File: src/rtl/clock_mode_ctrl.sv
// Mode sequencer for the alarm clock: drives the time/alarm counter enables,
// walks the run/set/alarm-set modes from button edges and rings the buzzer.
module clock_mode_ctrl #(
    parameter int RING_SECS = 60,
    parameter int TIMER_W   = 8
) (
    input  logic       clk,
    input  logic       rst,
    input  logic       tick_1hz,
    input  logic       btn_c,
    input  logic       btn_u,
    input  logic       btn_d,
    input  logic       alarm_sw,
    input  logic [5:0] sec_count,
    input  logic [5:0] min_count,
    input  logic [4:0] hr_count,
    input  logic [5:0] alm_min,
    input  logic [4:0] alm_hr,
    output logic       sec_en,
    output logic       min_en,
    output logic       hr_en,
    output logic       amin_en,
    output logic       ahr_en,
    output logic       up_down,
    output logic [2:0] mode,
    output logic       buzzer
);

    typedef enum logic [2:0] {
        RUN     = 3'd0,
        SET_HR  = 3'd1,
        SET_MIN = 3'd2,
        ALM_HR  = 3'd3,
        ALM_MIN = 3'd4,
        RINGING = 3'd5
    } state_t;

    localparam logic [TIMER_W-1:0] RING_LAST = TIMER_W'(RING_SECS - 1);

    state_t             state, state_n;
    logic               btn_c_q, btn_u_q, btn_d_q;
    logic               fired, fired_n;
    logic [TIMER_W-1:0] ring_timer, ring_timer_n;
    logic               sec_en_n, min_en_n, hr_en_n, amin_en_n, ahr_en_n;
    logic               up_down_n, buzzer_n;
    logic               edge_c, edge_u, edge_d, step;
    logic               alarm_eq, match;

    assign edge_c   = btn_c & ~btn_c_q;
    assign edge_u   = btn_u & ~btn_u_q;
    assign edge_d   = btn_d & ~btn_d_q;
    assign step     = edge_u ^ edge_d;
    assign alarm_eq = (hr_count == alm_hr) && (min_count == alm_min);
    assign match    = alarm_sw && alarm_eq && (sec_count == 6'd0);
    assign mode     = state;

    // NOTE: registers are updated with non-blocking assignments so every flop samples pre-edge values.
    always_ff @(posedge clk or negedge rst) begin
        if (!rst) begin
            state      <= RUN;
            btn_c_q    <= 1'b1;
            btn_u_q    <= 1'b1;
            btn_d_q    <= 1'b1;
            fired      <= 1'b0;
            ring_timer <= '0;
            sec_en     <= 1'b0;
            min_en     <= 1'b0;
            hr_en      <= 1'b0;
            amin_en    <= 1'b0;
            ahr_en     <= 1'b0;
            up_down    <= 1'b1;
            buzzer     <= 1'b0;
        end else begin
            state      <= state_n;
            btn_c_q    <= btn_c;
            btn_u_q    <= btn_u;
            btn_d_q    <= btn_d;
            fired      <= fired_n;
            ring_timer <= ring_timer_n;
            sec_en     <= sec_en_n;
            min_en     <= min_en_n;
            hr_en      <= hr_en_n;
            amin_en    <= amin_en_n;
            ahr_en     <= ahr_en_n;
            up_down    <= up_down_n;
            buzzer     <= buzzer_n;
        end
    end

    // NOTE: every output of this block is given a default first, so no latch can be inferred.
    always_comb begin
        state_n      = state;
        fired_n      = fired;
        ring_timer_n = ring_timer;
        sec_en_n     = 1'b0;
        min_en_n     = 1'b0;
        hr_en_n      = 1'b0;
        amin_en_n    = 1'b0;
        ahr_en_n     = 1'b0;
        up_down_n    = 1'b1;

        // Leaving the alarm minute re-arms detection for the next match.
        if (!alarm_eq) fired_n = 1'b0;

        if ((state == RUN || state == RINGING) && tick_1hz) begin
            sec_en_n = 1'b1;
            min_en_n = (sec_count == 6'd59);
            hr_en_n  = (sec_count == 6'd59) && (min_count == 6'd59);
        end

        case (state)
            RUN: begin
                if (edge_c) begin
                    state_n = SET_HR;
                    if (match) fired_n = 1'b1;
                end else if (match && !fired) begin
                    state_n      = RINGING;
                    fired_n      = 1'b1;
                    ring_timer_n = '0;
                end
            end
            SET_HR: begin
                if (step) begin
                    hr_en_n   = 1'b1;
                    up_down_n = edge_u;
                end
                if (edge_c) state_n = SET_MIN;
            end
            SET_MIN: begin
                if (step) begin
                    min_en_n  = 1'b1;
                    up_down_n = edge_u;
                end
                if (edge_c) state_n = ALM_HR;
            end
            ALM_HR: begin
                if (step) begin
                    ahr_en_n  = 1'b1;
                    up_down_n = edge_u;
                end
                if (edge_c) state_n = ALM_MIN;
            end
            ALM_MIN: begin
                if (step) begin
                    amin_en_n = 1'b1;
                    up_down_n = edge_u;
                end
                if (edge_c) state_n = RUN;
            end
            RINGING: begin
                if (tick_1hz) ring_timer_n = ring_timer + TIMER_W'(1);
                if (edge_c || !alarm_sw || (tick_1hz && ring_timer == RING_LAST))
                    state_n = RUN;
            end
            default: state_n = RUN;
        endcase

        buzzer_n = (state_n == RINGING);
    end

endmodule
File: config.mk
export PLATFORM = sky130hd
export DESIGN_NAME = clock_mode_ctrl
export DESIGN_NICKNAME = d
export VERILOG_FILES = /design/src/rtl/clock_mode_ctrl.sv
export SDC_FILE = /design/constraint.sdc
export NUM_CORES = 1
export LEC_CHECK = 0
export BUFFER_PORTS_ARGS = -buffer_cell sky130_fd_sc_hd__buf_2
export CAP_MARGIN = 10
export CORE_MARGIN = 8
export CORE_UTILIZATION = 40
export CTS_CLUSTER_DIAMETER = 120
export DETAILED_ROUTE_END_ITERATION = 12
export GPL_TIMING_DRIVEN = 0
export HOLD_SLACK_MARGIN = 0.03
export PLACE_DENSITY = 0.74
export SETUP_SLACK_MARGIN = 0.05
export SLEW_MARGIN = 25
export SYNTH_ARGS = -nofsm -noshare
export SYNTH_HDL_FRONTEND = slang
export SYNTH_SLANG_ARGS = --single-unit
File: constraint.sdc
create_clock -name clk -period 3.7 [get_ports clk]
set_input_delay 0.37 -clock clk [delete_from_list [all_inputs] [get_ports clk]]
set_output_delay 0.37 -clock clk [all_outputs]
set_load 0.02 [all_outputs]
==> metrics.cfg <==
[synthesis]
ys_seq_area_share_pct = 47.90
synth_common_cells = dfrtp_1, xor2_1, nor2_1, nand2_1
ys_warn_count = 0
synth_xor_area_share_pct = 16.61
yosys.area.top_type = dfrtp_1
synth_top_family_by_area = simple AND/OR/NAND/NOR gates
netlist_instances = 114
synth_top_area_share_pct = 38.83
synth_edf_count = 0
syn_area_um2 = 1160
yosysMostFrequentCell = dfrtp_1
synth_seq_cells = 22
synth.avg_cell_area_um2 = 10.17
synthesis.nets = 151
ys_types = 30
ys.flop_type = dfrtp_1
synthTopCellsByArea = dfrtp_1, xor2_1, dfstp_2, nor2_1, xnor2_1
synth_adder_area_share_pct = 2.157
yosys.area_share.simple_pct = 26.43
muxShareOfSynthArea_pct = 0
synth_compound_area_share_pct = 5.286
ys_async_sr_fraction_pct = 100.0

[setup_path]
r2r_slack_ns = 1.94
r2r_end = ring_timer[1]
r2r_start = mode[0]
cp.arrival_ns = 1.95
cp-endpoint = ring_timer[1]
startpoint_type = flip-flop
cp.required_ns = 3.88
path_max_fanout = 10
criticalPathCategory = flip-flop to flip-flop
startpoint = mode[0]
end_kind = flip-flop
reg2reg_depth = 5

[global_routing]
antenna_found_initial = 0
grt_max_degree = 23
met3_usage_pct = 5.085
track_usage_pct = 12.52
gr-usage-met1_pct = 13.97
met2_usage_pct = 19.59
grt_pass1_wl_mm = 5.016
busiest_layer = met2
grt_pass1_vias = 1130
grt_overflow_total = 0

[floorplanning]
rows = 19
dieArea_um2 = 4879
die_width_um = 69.85
start_util_pct = 42.06
ios = 45
die_y_um = 69.85
core_um2 = 2758

[routing]
drc = 0
viasPerCell = 5.124
drt_wl_total_mm = 2.761
dr_total_vias = 994
dr.pass1.iters = 4
final_antenna_net_count = 0
drt-initial-drc-count = 45
post_drt_wl_per_cell_um = 14.23

[clocking]
cts_tree = built
cts.sinks = 22
clk_pin_slew_ns = 0.12
cts_made_buffers = 3
cts_root_buffer = clkbuf_4
htree_levels = 1
worstSkewPairLatency_ns = 0.31
clock_path_buffers = 2
cts_setup_buffers = 0

[timing]
fin_ws_ns = 1.936
holdWs_ns = 0.1459
rsz0062_at_grt = false
finalHoldViolations = 0
tightest_slew_ns = 0.5179
setup_violations = 0
slew_viol_final = 0
setup_tns_ns = 0
max_slew_margin_pct = 65.22
fmax_ghz = 0.5670
fin_skew_ns = 0.001969
fin_crit_ns = 1.764
period_share_pct = 47.67

[pwr]
ir_drop_mv = 0.3662
power_density_nw_per_um2 = 466.9
p_leak_nw = 0.7208

[place]
portBuffers = 44
hpwlAfterDp_mm = 2.236
dp_worst_setup_slack_ns = 1.675
dpl_cell_area_um2 = 1419
gp_congestion = 0.7927

[cells_and_area]
drive_gt1_share_pct = 34.36
final_area_um2 = 1465
fin_nets = 201
insertedDiodeCount = 0
area_delta_synth_final_pct = 26.32

[status]
status = complete, no violations

[flow_run]
cap_violations = 0

[min_path]
hp-class = input pin to flip-flop

==> sequential cells by signal, summed over array words and instances, names as in the netlist <==
name	count
fired	1
ring_timer	8
buzzer	1
btn_d_q	1
btn_c_q	1
min_en	1
up_down	1
btn_u_q	1
sec_en	1
hr_en	1
mode	3
amin_en	1
ahr_en	1
==> power by group <==
group / leakage [nW] / switching (W) / internal (W) / total [W]
registers: 0.286 / 0.0000218 / 0.000282 / 0.000303
logic: 0.414 / 0.000146 / 0.000101 / 0.000247
clock network: 0.0210 / 0.0000739 / 0.0000602 / 0.000134
==> timing repair <==
action / 4_1_cts / 5_1_grt
gates resized for setup: 0 / 0
hold buffers: 1 / 0
hold endpoints to repair: 18 / 0
==> metrics by stage <==
stage                     total power (W)  utilization [%]  instances
after floorplan                 0.0004701                -        114
after global placement          0.0005465            51.45        189
after detailed placement        0.0005574            51.45        189
after CTS                       0.0006914            53.13        194
after global routing            0.0007355            53.13        194
final                           0.0006841            53.13        194
==> cells in the final DEF, fill, tap and decap left out, types with 2 or more instances in the layout <==
master	synthesis	layout
nand3_1	3	3
nand2_1	11	11
nand4_1	5	5
clkbuf_4	0	3
nor4_1	3	3
dfstp_2	4	4
buf_2	3	47
and3_1	2	2
a21oi_1	2	2
nor2_1	13	13
o21ai_0	4	4
dfrtp_1	18	18
ha_1	2	2
and4b_1	3	3
nor2b_1	2	2
nand2b_1	4	4
xnor2_1	5	5
xor2_1	17	17
==> critical path: stages, from the launching register on <==
cell and delay (ns):
dfrtp_1 0.41, buf_2 0.18, nor2_1 0.23, nand3_1 0.20, nor4_4 0.43, o21ai_0 0.18
==> per-layer routing <==
layer	up-vias	wire, um
met1	456	1188
li1	493	-
met2	40	1249
met5	-	0
met4	0	72
met3	5	251
==> layout make-up <==
class / instances / area, um2
Sequential cell: 22 / 555.5
Inverter: 1 / 3.754
Clock buffer: 4 / 36.28
Multi-Input combinational cell: 88 / 585.6
Timing Repair Buffer: 45 / 230.2
Fill cell: 263 / 1292
Tap cell: 31 / 38.79
Buffer: 3 / 15.01
==> worst min path at each step <==
stage,start,to,slack (ns),cells past startpoint
floorplan,rst,ahr_en,0.07,0
global placement,rst,ring_timer[4],0.35,1
detailed placement,rst,ring_timer[4],0.36,1
CTS,btn_d,btn_d_q,0.14,1
global route,btn_d,btn_d_q,0.13,1
finish,btn_d,btn_d_q,0.15,1
==> kinds of logic after synthesis <==
family	after synthesis
xor gates and xnor gates	22
buffers and inverters	4
and+or+nand+nor	54
AOI/OAI and AO/OA	10
DFF	22
adders and majority gates	2
Note: power is estimated with default switching activity, not from simulation.
